==> src/rtl/alu_dispatch_if.sv <==
`default_nettype none
// ============================================================================
// Module      : alu_dispatch_if
// Description : Request, ALU-side and result-side signals of alu_dispatch.
// Revision    : 1.0 - initial release
// ============================================================================
interface alu_dispatch_if #(
  parameter int WIDTH = 8,
  parameter int TAG_W = 4
);
  logic             in_valid;
  logic             in_ready;
  logic [1:0]       in_cmd;
  logic [WIDTH-1:0] in_op1;
  logic [WIDTH-1:0] in_op2;
  logic             in_cin;
  logic [TAG_W-1:0] in_tag;
  logic [WIDTH-1:0] alu_op1;
  logic [WIDTH-1:0] alu_op2;
  logic [1:0]       alu_cmd;
  logic             alu_cin;
  logic             alu_req;
  logic             alu_ack;
  logic [15:0]      alu_result;
  logic             res_valid;
  logic             res_ready;
  logic [15:0]      res_data;
  logic [TAG_W-1:0] res_tag;
  logic             res_err;
  logic             busy;

  modport master (
    input  in_valid, in_cmd, in_op1, in_op2, in_cin, in_tag,
    input  alu_ack, alu_result, res_ready,
    output in_ready, alu_op1, alu_op2, alu_cmd, alu_cin, alu_req,
    output res_valid, res_data, res_tag, res_err, busy
  );

  modport slave (
    output in_valid, in_cmd, in_op1, in_op2, in_cin, in_tag,
    output alu_ack, alu_result, res_ready,
    input  in_ready, alu_op1, alu_op2, alu_cmd, alu_cin, alu_req,
    input  res_valid, res_data, res_tag, res_err, busy
  );
endinterface
`default_nettype wire

==> src/rtl/alu_dispatch.sv <==
`default_nettype none
// ============================================================================
// Module      : alu_dispatch
// Description : FIFO-buffered issue stage driving the ALU Req/Ack handshake,
//               with a single-entry tagged result register and timeout flag.
// Revision    : 1.0 - initial release
// ============================================================================
module alu_dispatch #(
  parameter int WIDTH   = 8,
  parameter int DEPTH   = 4,
  parameter int TAG_W   = 4,
  parameter int TIMEOUT = 64,
  parameter int GAP_CYC = 2
) (
  input wire             clk,
  input wire             rst_n,
  alu_dispatch_if.master bus
);
  localparam int PTR_W   = $clog2(DEPTH);
  localparam int ENTRY_W = 2 * WIDTH + 3 + TAG_W;
  localparam int TO_W    = $clog2(TIMEOUT + 1);
  localparam int GAP_W   = $clog2(GAP_CYC + 1);
  localparam logic [TO_W-1:0]  TO_LAST  = TO_W'(TIMEOUT - 1);
  localparam logic [GAP_W-1:0] GAP_LAST = GAP_W'(GAP_CYC - 1);

  typedef enum logic [1:0] {
    ST_IDLE  = 2'd0,
    ST_SETUP = 2'd1,
    ST_REQ   = 2'd2,
    ST_GAP   = 2'd3
  } state_e;

  state_e             state_q, state_d;
  logic [ENTRY_W-1:0] fifo_mem_q [DEPTH];
  logic [PTR_W:0]     wr_ptr_q, wr_ptr_d, rd_ptr_q, rd_ptr_d;
  logic [WIDTH-1:0]   op1_q, op1_d, op2_q, op2_d;
  logic [1:0]         cmd_q, cmd_d;
  logic               cin_q, cin_d;
  logic [TAG_W-1:0]   tag_q, tag_d;
  logic [TO_W-1:0]    to_cnt_q, to_cnt_d;
  logic [GAP_W-1:0]   gap_cnt_q, gap_cnt_d;
  logic               res_valid_q, res_valid_d;
  logic [15:0]        res_data_q, res_data_d;
  logic [TAG_W-1:0]   res_tag_q, res_tag_d;
  logic               res_err_q, res_err_d;

  logic               fifo_empty, fifo_full, push, pop;
  logic [ENTRY_W-1:0] head;

  // Extra pointer MSB distinguishes full from empty when the indices match.
  assign fifo_empty = (wr_ptr_q == rd_ptr_q);
  assign fifo_full  = (wr_ptr_q[PTR_W] != rd_ptr_q[PTR_W]) &&
                      (wr_ptr_q[PTR_W-1:0] == rd_ptr_q[PTR_W-1:0]);
  assign push       = bus.in_valid && !fifo_full;
  assign head       = fifo_mem_q[rd_ptr_q[PTR_W-1:0]];
  assign wr_ptr_d   = wr_ptr_q + {{PTR_W{1'b0}}, push};

  always_comb begin
    state_d     = state_q;
    pop         = 1'b0;
    op1_d       = op1_q;
    op2_d       = op2_q;
    cmd_d       = cmd_q;
    cin_d       = cin_q;
    tag_d       = tag_q;
    to_cnt_d    = to_cnt_q;
    gap_cnt_d   = gap_cnt_q;
    res_valid_d = res_valid_q && !bus.res_ready;
    res_data_d  = res_data_q;
    res_tag_d   = res_tag_q;
    res_err_d   = res_err_q;
    case (state_q)
      ST_IDLE: begin
        // A held result is never overwritten, so dispatch waits for it to drain.
        if (!fifo_empty && !res_valid_q) begin
          pop = 1'b1;
          {tag_d, cin_d, cmd_d, op2_d, op1_d} = head;
          state_d = ST_SETUP;
        end
      end
      ST_SETUP: begin
        to_cnt_d = '0;
        state_d  = ST_REQ;
      end
      ST_REQ: begin
        if (bus.alu_ack) begin
          res_valid_d = 1'b1;
          res_data_d  = bus.alu_result;
          res_tag_d   = tag_q;
          res_err_d   = 1'b0;
          gap_cnt_d   = '0;
          state_d     = ST_GAP;
        end else if (to_cnt_q == TO_LAST) begin
          res_valid_d = 1'b1;
          res_data_d  = 16'h0000;
          res_tag_d   = tag_q;
          res_err_d   = 1'b1;
          gap_cnt_d   = '0;
          state_d     = ST_GAP;
        end else begin
          to_cnt_d = to_cnt_q + TO_W'(1);
        end
      end
      ST_GAP: begin
        if (gap_cnt_q == GAP_LAST) begin
          state_d = ST_IDLE;
        end else begin
          gap_cnt_d = gap_cnt_q + GAP_W'(1);
        end
      end
      default: state_d = ST_IDLE;
    endcase
    rd_ptr_d = rd_ptr_q + {{PTR_W{1'b0}}, pop};
  end

  always_ff @(posedge clk) begin
    if (!rst_n) begin
      state_q     <= ST_IDLE;
      wr_ptr_q    <= '0;
      rd_ptr_q    <= '0;
      op1_q       <= '0;
      op2_q       <= '0;
      cmd_q       <= '0;
      cin_q       <= 1'b0;
      tag_q       <= '0;
      to_cnt_q    <= '0;
      gap_cnt_q   <= '0;
      res_valid_q <= 1'b0;
      res_data_q  <= '0;
      res_tag_q   <= '0;
      res_err_q   <= 1'b0;
    end else begin
      state_q     <= state_d;
      wr_ptr_q    <= wr_ptr_d;
      rd_ptr_q    <= rd_ptr_d;
      op1_q       <= op1_d;
      op2_q       <= op2_d;
      cmd_q       <= cmd_d;
      cin_q       <= cin_d;
      tag_q       <= tag_d;
      to_cnt_q    <= to_cnt_d;
      gap_cnt_q   <= gap_cnt_d;
      res_valid_q <= res_valid_d;
      res_data_q  <= res_data_d;
      res_tag_q   <= res_tag_d;
      res_err_q   <= res_err_d;
    end
  end

  // Storage needs no reset: the pointers alone define which entries are live.
  always_ff @(posedge clk) begin
    if (push) begin
      fifo_mem_q[wr_ptr_q[PTR_W-1:0]] <= {bus.in_tag, bus.in_cin, bus.in_cmd,
                                          bus.in_op2, bus.in_op1};
    end
  end

  assign bus.in_ready  = !fifo_full;
  assign bus.alu_op1   = op1_q;
  assign bus.alu_op2   = op2_q;
  assign bus.alu_cmd   = cmd_q;
  assign bus.alu_cin   = cin_q;
  assign bus.alu_req   = (state_q == ST_REQ);
  assign bus.res_valid = res_valid_q;
  assign bus.res_data  = res_data_q;
  assign bus.res_tag   = res_tag_q;
  assign bus.res_err   = res_err_q;
  assign bus.busy      = (state_q != ST_IDLE) || !fifo_empty;
endmodule
`default_nettype wire

==> src/flat_wrapper.sv <==
// flat-port wrapper written by rule: the top's interface ports become plain ports
module alu_dispatch_flat 
#(
  parameter int WIDTH   = 8,
  parameter int DEPTH   = 4,
  parameter int TAG_W   = 4,
  parameter int TIMEOUT = 64,
  parameter int GAP_CYC = 2
)
  (clk, rst_n, bus_in_valid, bus_in_cmd, bus_in_op1, bus_in_op2, bus_in_cin, bus_in_tag, bus_alu_ack, bus_alu_result, bus_res_ready, bus_in_ready, bus_alu_op1, bus_alu_op2, bus_alu_cmd, bus_alu_cin, bus_alu_req, bus_res_valid, bus_res_data, bus_res_tag, bus_res_err, bus_busy);
  alu_dispatch_if #(.WIDTH(WIDTH), .TAG_W(TAG_W)) bus_i ();
  input wire clk;
  input wire rst_n;
  input wire logic [$bits(bus_i.in_valid)-1:0] bus_in_valid;
  input wire logic [$bits(bus_i.in_cmd)-1:0] bus_in_cmd;
  input wire logic [$bits(bus_i.in_op1)-1:0] bus_in_op1;
  input wire logic [$bits(bus_i.in_op2)-1:0] bus_in_op2;
  input wire logic [$bits(bus_i.in_cin)-1:0] bus_in_cin;
  input wire logic [$bits(bus_i.in_tag)-1:0] bus_in_tag;
  input wire logic [$bits(bus_i.alu_ack)-1:0] bus_alu_ack;
  input wire logic [$bits(bus_i.alu_result)-1:0] bus_alu_result;
  input wire logic [$bits(bus_i.res_ready)-1:0] bus_res_ready;
  output wire logic [$bits(bus_i.in_ready)-1:0] bus_in_ready;
  output wire logic [$bits(bus_i.alu_op1)-1:0] bus_alu_op1;
  output wire logic [$bits(bus_i.alu_op2)-1:0] bus_alu_op2;
  output wire logic [$bits(bus_i.alu_cmd)-1:0] bus_alu_cmd;
  output wire logic [$bits(bus_i.alu_cin)-1:0] bus_alu_cin;
  output wire logic [$bits(bus_i.alu_req)-1:0] bus_alu_req;
  output wire logic [$bits(bus_i.res_valid)-1:0] bus_res_valid;
  output wire logic [$bits(bus_i.res_data)-1:0] bus_res_data;
  output wire logic [$bits(bus_i.res_tag)-1:0] bus_res_tag;
  output wire logic [$bits(bus_i.res_err)-1:0] bus_res_err;
  output wire logic [$bits(bus_i.busy)-1:0] bus_busy;
  assign bus_i.in_valid = bus_in_valid;
  assign bus_i.in_cmd = bus_in_cmd;
  assign bus_i.in_op1 = bus_in_op1;
  assign bus_i.in_op2 = bus_in_op2;
  assign bus_i.in_cin = bus_in_cin;
  assign bus_i.in_tag = bus_in_tag;
  assign bus_i.alu_ack = bus_alu_ack;
  assign bus_i.alu_result = bus_alu_result;
  assign bus_i.res_ready = bus_res_ready;
  assign bus_in_ready = bus_i.in_ready;
  assign bus_alu_op1 = bus_i.alu_op1;
  assign bus_alu_op2 = bus_i.alu_op2;
  assign bus_alu_cmd = bus_i.alu_cmd;
  assign bus_alu_cin = bus_i.alu_cin;
  assign bus_alu_req = bus_i.alu_req;
  assign bus_res_valid = bus_i.res_valid;
  assign bus_res_data = bus_i.res_data;
  assign bus_res_tag = bus_i.res_tag;
  assign bus_res_err = bus_i.res_err;
  assign bus_busy = bus_i.busy;
  alu_dispatch #(.WIDTH(WIDTH), .DEPTH(DEPTH), .TAG_W(TAG_W), .TIMEOUT(TIMEOUT), .GAP_CYC(GAP_CYC)) u_core (.clk(clk), .rst_n(rst_n), .bus(bus_i));
endmodule
==> config.mk <==
export PLATFORM = sky130hd
export DESIGN_NAME = alu_dispatch_flat
export DESIGN_NICKNAME = d
export VERILOG_FILES = /design/src/rtl/alu_dispatch_if.sv /design/src/rtl/alu_dispatch.sv /design/src/flat_wrapper.sv
export SDC_FILE = /design/constraint.sdc
export NUM_CORES = 1
export LEC_CHECK = 0
export ABC_AREA = 0
export CORE_ASPECT_RATIO = 1.4
export CORE_MARGIN = 5
export CORE_UTILIZATION = 30
export DETAILED_ROUTE_END_ITERATION = 6
export GPL_ROUTABILITY_DRIVEN = 0
export PLACE_DENSITY = 0.56
export SYNTH_ARGS = -nofsm -noshare
export SYNTH_HDL_FRONTEND = slang
export SYNTH_SLANG_ARGS = --single-unit
==> constraint.sdc <==
create_clock -name clk -period 4.3 [get_ports clk]
set_clock_uncertainty 0.1 [all_clocks]
set_input_delay 0.645 -clock clk [delete_from_list [all_inputs] [get_ports clk]]
set_output_delay 0.645 -clock clk [all_outputs]
set_load 0.005 [all_outputs]
# After elaboration in Yosys (flattened, before gate mapping)
# Memory sizes are Yosys's and may differ from the RTL's. A register that Yosys moved wholly into a read port is not among the register bits.
# Index checks and enable logic that the tools add are counted.
# Widths: inputs -> output; s select.
dict set report totals {
  ff_bits 39
  mem_bits_rw 92
  inputBits 44
  out_inout_bits 44
  word_cells 73
  memories 1
}
# memory depth word_bits read_ports rd_ports_with_merged_regs write_ports line_no
set mem_list {}
lappend mem_list {u_core.fifo_mem_q 4 23 1 1 1 alu_dispatch.sv:34} ;# logic [ENTRY_W-1:0] fifo_mem_q [DEPTH];
dict set report classes {
  addsub 4
  n_eq_ne 14
  n_mux 25
  reduce_logical 20
}
# operator count
set ops {}
lappend ops {{$mux 16} 2}
lappend ops {{$mux 2} 7}
lappend ops {{$mux 7} 2}
lappend ops {{$pmux 7 s2} 1}
lappend ops {{$mux 1} 9}
lappend ops {{$reduce_and 3->1} 3}
lappend ops {{$mux 4} 2}
lappend ops {{$pmux 2 s4} 1}
lappend ops {{$reduce_bool 2->1} 4}
lappend ops {{$add 7x1->7 const B} 1}
lappend ops {{$eq 7x6->1 const B} 1}
lappend ops {{$add 3x1->3} 2}
lappend ops {{$ne 2x2->1 const B} 3}
lappend ops {{$logic_not 1->1} 5}
lappend ops {{$eq 2x1->1 const B} 2}
lappend ops {{$eq 2x2->1 const B} 2}
lappend ops {{$logic_and 1x1->1} 4}
lappend ops {{$ne 2x1->1 const B} 2}
lappend ops {{$pmux 2 s2} 1}
lappend ops {{$reduce_and 2->1} 2}
lappend ops {{$eq 3x3->1} 1}
lappend ops {{$ne 3x2->1 const B} 1}
lappend ops {{$add 2x1->2 const B} 1}
lappend ops {{$eq 2x2->1} 1}
lappend ops {{3 further kinds} 3}

# Depth between registers and ports, before layout
# Gate-level depths: netlist of the first run.
dict set report depth {
  depth_word 6
  depth_mapped 9
  mapped_depth_nobuf 8
}

# Least setup slack after synthesis of the first run
# Ideal clock, no wire load.
dict set report synth_timing {
  path_kind {register to register}
  start {register u_core.rd_ptr_q[2]}
  end {memory u_core.fifo_mem_q[2][0] (netlist name) (enable)}
  setup_time_ns 0.437
  t_arrival_ns 2.665
  required_ns 3.763
  path_slack_ns 1.098
  path_stages_with_launch 4
  n_path_buf 0
  period_less_slack_ns 3.202
  path_cell_list {dfxtp_1 > xnor2_1 > o21ai_0 > nor3b_1}
}
dict set report synth_between {
  elab_chain_cells 6
}
# item line_no
set synth_rtl {}
lappend synth_rtl {{start, declared} alu_dispatch.sv:35} ;# logic [PTR_W:0] wr_ptr_q, wr_ptr_d, rd_ptr_q, rd_ptr_d;
lappend synth_rtl {{start signal, assigned} alu_dispatch.sv:135} ;# rd_ptr_q <= rd_ptr_d;
lappend synth_rtl {{$ne 1x1->1} alu_dispatch.sv:52} ;# assign fifo_full = (wr_ptr_q[PTR_W] != rd_ptr_q[PTR_W]) &&
lappend synth_rtl {{$logic_and 1x1->1} alu_dispatch.sv:52}
lappend synth_rtl {{$logic_not 1->1} alu_dispatch.sv:54} ;# assign push = bus.in_valid && !fifo_full;
lappend synth_rtl {{$logic_and 1x1->1} alu_dispatch.sv:54}
lappend synth_rtl {{$mux 1} alu_dispatch.sv:152} ;# if (push) begin
lappend synth_rtl {{$mux 1 (implied by the code)} alu_dispatch.sv:153} ;# fifo_mem_q[wr_ptr_q[PTR_W-1:0]] <= {bus.in_tag, bus.in_cin, bus.in_cmd,
lappend synth_rtl {{end, declared} alu_dispatch.sv:34}
# No other way between the ends.

# Worst setup path after layout of the first run
dict set report layout_timing {
  start {register u_core.rd_ptr_q[1]}
  end {memory u_core.fifo_mem_q[3][15] (netlist name) (enable)}
}
dict set report layout_between {
  elab_chain_cells 6
}
# item line_no
set layout_rtl {}
lappend layout_rtl {{$eq 2x2->1} alu_dispatch.sv:53} ;# (wr_ptr_q[PTR_W-1:0] == rd_ptr_q[PTR_W-1:0]);
lappend layout_rtl {{$logic_and 1x1->1} alu_dispatch.sv:52}
lappend layout_rtl {{$logic_not 1->1} alu_dispatch.sv:54}
lappend layout_rtl {{$logic_and 1x1->1} alu_dispatch.sv:54}
lappend layout_rtl {{$mux 1} alu_dispatch.sv:152}
lappend layout_rtl {{$mux 1 (implied by the code)} alu_dispatch.sv:153}
# No other way between the ends.

==> flow_summary.toml, run 1 <==
[synthesis]
syn_area_um2 = 5860
synth.area.top_cells = "edfxtp_1 47%, dfxtp_1 21%, mux4_2 8.1%"
netlist.area_leader.share = 0.472
syn_inst = 366
yosysMostFrequentCell = "edfxtp_1"
ys_seq_area_frac = 0.684
yosysTopAreaCell = "edfxtp_1"
synthFlopType = "edfxtp_1"
synthArstFlopShare = 0
synth_edf_count = 92
ys_types = 40
syn_nets = 421
postSynthAreaPerCell_um2 = 16.0
synth_commonest_cells = "92 x edfxtp_1, 62 x dfxtp_1, 30 x mux2i_1"
synth_warnings = 0
synth-seq-cells = 154

[critical_path]
cp_cell_sequence = "buf_4 -> xnor2_1 -> nand2_1 -> o21ai_0 -> inv_1 -> and3_1"
r2r_setup_slack_ns = 1.36
cp_num_buf_inv = 2
cp_top_family = "simple AND/OR/NAND/NOR gates"
r2r_cells = 6
cp.required_ns = 4.19
path_class = "flop to flop"
critical_path_depth = 6
crit_fanout = 25
cp_slowest_cell = "and3_1"
start_kind = "flop"
endpoint_kind = "flop"
worstPathArrival_ns = 2.83
max_stage_delay_ns = 0.64

[clock_network]
clk_pin_slew_ns = 0.06
cts-resized-gates = 0
cts_tree = "done"
clock_sinks = 154
htree_levels = 4
numCtsBuffers = 17
cts_root_buf = "clkbuf_16"
cts_hold_buf = 0
cts_buffer_depth = 2
clk_latency_ns = 0.42
post_cts_buffers = 0

[global_routing]
grt_first_pass_wirelength_um = 19000
antenna_found_initial = 0
overflow = 0
met1_usage = 0.128
top_usage_layer = "met2"
grt_use_met3 = 0.0277
met2_usage = 0.194
grt_pass1_vias = 3499
grt_max_degree = 52
grt_usage = 0.112

[timing]
slew_violations = 0
grt_setup_unrepaired = "no"
tns_ns = 0
min_period_ns = 2.94
fmax_mhz = 340
tightest_slew_ns = 1.30
period_share = 0.683
setup_viol = 0
slew_headroom = 0.124
finalHoldViolations = 0
fin_ws_ns = 1.36

[cells_and_area]
n_fill_cell = 1866
layout-drive-gt1-share = 0.141
fin_nets = 516
area_delta_synth_final_pct = 29.6
design_area_um2 = 7590
antenna_cells = 0

[placement]
pre_cts_ws_ns = 1.15
placed_cell_area_um2 = 7010
dp_hpwl_um = 7860
io_buffers = 87

[drt]
routed_wl_um = 12100
antenna_left = 0
drt_iter0_drc = 151
avgViaCountPerCell = 4.60
dr.pass1.iters = 4
num_vias = 3322
drc_errors = 0
avgRoutedWirePerCell_um = 16.7

[floorplan]
core_area_um2 = 19200
initial_core_util = 0.305
io_pins = 88
fp-row-count = 60
dieArea_um2 = 22500
die-height_um = 175
die_w_um = 128

[power_and_ir_drop]
power_leakage_uw = 0.00265
power_density_nw_per_um2 = 567
ir_drop_mv = 0.274
total_power_uw = 4300

[hold_path]
hold-path-cell-count = 2
min-delay-path-class = "flop to flop"

[status]
outcome = "finished, final reports clean"

[run]
drv_cap = 0
-- kinds of logic after synthesis --
group	count (synthesis)	share of synthesized area
AND/OR/NAND/NOR	81	0.0722
buffers and inverters	27	0.0214
adder cells (fa/ha/maj)	11	0.0235
multiplexers	53	0.141
AO/OA/AOI/OAI	35	0.0506
XOR/XNOR	5	0.00748
flip-flops	154	0.684
-- flip-flops by register name (all words and copies together) (netlist names) --
register              flops
u_core.fifo_mem_q        92
u_core.bus.res_data      16
u_core.bus.alu_op1        8
u_core.bus.alu_op2        8
u_core.to_cnt_q           7
u_core.bus.res_tag        4
u_core.tag_q              4
u_core.rd_ptr_q           3
u_core.wr_ptr_q           3
u_core.bus.alu_cmd        2
u_core.gap_cnt_q          2
u_core.state_q            2
u_core.bus.alu_cin        1
u_core.bus.res_err        1
u_core.bus.res_valid      1
-- layout make-up --
cell class / count / area (um^2) / share of cell area
well taps: 248 / 310 / 0.0409
clock inverters: 13 / 105 / 0.0138
inverters: 9 / 33.8 / 0.00445
repair buffers: 94 / 918 / 0.121
flip-flops and latches: 154 / 4010 / 0.528
multi-input cells: 185 / 1740 / 0.229
clock buffers: 19 / 475 / 0.0626
-- per-layer routing --
layer / up-vias / share of wire
li1: 1586 / -
met1: 1657 / 0.40
met2: 60 / 0.54
met3: 19 / 0.035
met4: 0 / 0.024
met5: - / 0
-- worst reg2reg max path, delay by kind of cell, from the launching register on --
kind | cells | cell delay, ns
AOI/OAI and AO/OA | 1 | 0.59
and+or+nand+nor | 2 | 0.74
DFF | 1 | 0.31
xor gates and xnor gates | 1 | 0.26
buffers and inverters | 2 | 0.51
-- final timing paths --
kind / from / end
worst min register to register: u_core.to_cnt_q[6]$_SDFFE_PN0P_ / u_core.to_cnt_q[6]$_SDFFE_PN0P_
worst min-delay path: u_core.to_cnt_q[6]$_SDFFE_PN0P_ / u_core.to_cnt_q[6]$_SDFFE_PN0P_
worst max-delay path: u_core.rd_ptr_q[1]$_SDFF_PN0_ / u_core.fifo_mem_q[3][15]$_DFFE_PP_
worst max register to register: u_core.rd_ptr_q[1]$_SDFF_PN0_ / u_core.fifo_mem_q[3][15]$_DFFE_PP_
-- power breakdown --
group	leakage, uW	total (uW)	switching (uW)	internal [uW]
clock	0.000290	1430	613	819
sequential	0.00135	1800	74.4	1730
combinational	0.00101	1070	495	577
-- cells in the final DEF (no fill, tap or decap), types with 4 or more instances in the layout --
cell | Yosys | routed
mux4_2 | 21 | 21
and3_1 | 5 | 5
a22o_1 | 16 | 16
clkdlybuf4s50_1 | 0 | 86
clkinv_4 | 0 | 6
clkbuf_16 | 0 | 19
nand4_1 | 4 | 4
nand2_1 | 19 | 19
dfxtp_1 | 62 | 61
inv_6 | 0 | 4
mux2i_1 | 30 | 30
buf_4 | 1 | 7
inv_1 | 8 | 8
nor2_1 | 15 | 15
edfxtp_1 | 92 | 92
nand3_1 | 4 | 4
ha_1 | 11 | 11
and2_1 | 6 | 6
nor2b_1 | 18 | 18
-- through the flow --
stage | util | hold slack (ns) | std cells
final | 0.395 | 0.360 | 722
after global routing | 0.395 | 0.379 | 722
after CTS | 0.395 | 0.365 | 722
after detailed placement | 0.365 | 0.337 | 690
after global placement | 0.365 | 0.331 | 690
after floorplan | - | 0.319 | 366
Note: power is estimated with default switching activity, not from simulation.
==> run 2: changes to the inputs <==
Clock period 4.3 ns to 2.92 ns, I/O delays scaled along.
==> run 2 against run 1 <==
Against the previous run: critical path depth fell by 2; routed wire length shrank 0.18%; sequential cell count unchanged; critical path type is now flop to output pin; clock-buffer cell count grew 3; largest cell class unchanged; worst hold slack got worse by 0.0061 ns; largest power group unchanged; clock power rose by 48%; combinational power grew 48%; sequential power up 48%; non-clock buffer count rose by 3; sequential share of layout area shrank 0.22 points.
==> flow_summary.toml, run 2 (same netlist as run 1, synthesis figures left out) <==
[drt]
dr.pass1.iters = 4
num_vias = 3331
avgViaCountPerCell = 4.59
avgRoutedWirePerCell_um = 16.6
drt_iter0_drc = 189
antenna_left = 0
routed_wl_um = 12100
drc_errors = 0

[clock_network]
cts_buffer_depth = 2
cts_root_buf = "clkbuf_16"
cts_hold_buf = 0
numCtsBuffers = 17
clk_latency_ns = 0.41
clock_sinks = 154
cts_tree = "done"
cts-resized-gates = 0
clk_pin_slew_ns = 0.06
post_cts_buffers = 0
htree_levels = 4

[cells_and_area]
finalNonFillerCells = 725
antenna_cells = 0
largest_reg_flops = 92
layout-drive-gt1-share = 0.147
area_delta_synth_final_pct = 30.1
mostFrequentLayoutCells = "92 x edfxtp_1, 86 x clkdlybuf4s50_1, 61 x dfxtp_1, 30 x mux2i_1, 21 x mux4_2"
post-route-util = 0.397
final_common_cell = "edfxtp_1"
fin_nets = 519
design_area_um2 = 7620
n_fill_cell = 1843

[critical_path]
crit_fanout = 6
cp.required_ns = 2.38
startpoint = "u_core.wr_ptr_q[0]$_SDFF_PN0_"
endpoint_kind = "output pin"
rr_startpoint = "u_core.wr_ptr_q[0]$_SDFF_PN0_"
cp_cell_sequence = "xnor2_1 -> nand2_1 -> or2_2 -> clkdlybuf4s50_1"
r2r_setup_slack_ns = 0.54
path_class = "flop to output pin"
worstPathArrival_ns = 2.04
r2r_cells = 8
cp_slowest_cell = "clkdlybuf4s50_1"
start_kind = "flop"
max_stage_delay_ns = 0.47
r2r-end = "u_core.wr_ptr_q[2]$_SDFF_PN0_"

[power_and_ir_drop]
ir_drop_mv = 0.480
power_leakage_uw = 0.00267
power_density_nw_per_um2 = 835

[timing]
fmax_mhz = 388
setup_viol = 0
slew_violations = 0
min_period_ns = 2.58
worst_hold_slack_ns = 0.354
grt_setup_unrepaired = "no"
tightest_slew_ns = 1.22
slew_headroom = 0.188
finalHoldViolations = 0
period_share = 0.883

[hold_path]
worstHoldStart = "u_core.to_cnt_q[6]$_SDFFE_PN0P_"
min_to = "u_core.to_cnt_q[6]$_SDFFE_PN0P_"
min-delay-path-class = "flop to flop"
hold-path-cell-count = 2

[floorplan]
core_area_um2 = 19200
die-height_um = 175
initial_core_util = 0.305
dieArea_um2 = 22500
fp-row-count = 60
io_pins = 88
die_w_um = 128

[global_routing]
antenna_found_initial = 0
grt_max_degree = 29
grt_first_pass_wirelength_um = 19200
grt_usage = 0.113
grt_pass1_vias = 3611
overflow = 0

[placement]
dp_hpwl_um = 7830
placed_cell_area_um2 = 7030
place_inst = 693
io_buffers = 87

[status]
outcome = "finished, final reports clean"

[run]
drv_cap = 0
run 2: cell count changes in the layout (fill, tap and decap cells not counted):
cell | previous run | this run
o21ai_1 | 0 | 1
clkbuf_8 | 0 | 3
buf_4 | 7 | 10
clkinv_4 | 6 | 1
clkinv_2 | 1 | 2
o21ai_0 | 3 | 2
inv_4 | 2 | 3
run 2: cell type report:
cell class	instances	area, um^2	area share
clock buffer	22	517	0.0678
timing repair buffer	97	941	0.123
inverter	9	33.8	0.00443
multi-input combinational	185	1740	0.229
sequential	154	4010	0.526
clock inverter	10	72.6	0.00952
tap	248	310	0.0407
run 2: per-layer routing:
metal / wire, um / share of wire / vias to the layer above / GRT usage
met5: 0 / 0 / - / 0
met2: 6670 / 0.55 / 61 / 0.204
li1: - / - / 1584 / -
met1: 4870 / 0.40 / 1679 / 0.124
met4: 160 / 0.013 / 0 / 0.0465
met3: 358 / 0.030 / 7 / 0.0286
run 2: worst max-delay path by stage:
stage | end | depth (start not counted)
floorplan | u_core.fifo_mem_q[2][0]$_DFFE_PP_ | 3
global placement | u_core.gap_cnt_q[1]$_SDFFE_PN0P_ | 5
detailed placement | u_core.gap_cnt_q[1]$_SDFFE_PN0P_ | 5
CTS | u_core.gap_cnt_q[1]$_SDFFE_PN0P_ | 5
global route | bus_in_ready | 4
finish | bus_in_ready | 4
run 2: through the flow:
stage                     total power (uW)  setup slack [ns]  setup TNS, ns
after CTS                             6480             0.287              0
after global routing                  6730             0.211              0
final                                 6360             0.343              0
after floorplan                       3740            -0.282         -15.15
after detailed placement              4340             0.259              0
after global placement                4310             0.440              0
run 2: where the power goes:
| group | switching, uW | total (uW) | internal (uW) | leakage (uW) |
|---|---|---|---|---|
| clock network | 850 | 2120 | 1270 | 0.000299 |
| logic | 721 | 1580 | 860 | 0.00103 |
| registers | 119 | 2660 | 2540 | 0.00135 |
| total | 1690 | 6360 | 4670 | 0.00267 |
run 2: critical path: cells and delay by family, from the launching register on:
family	cells	cell delay, ns
xor+xnor	1	0.36
simple gates	2	0.43
buf+inv	1	0.47
flops	1	0.37
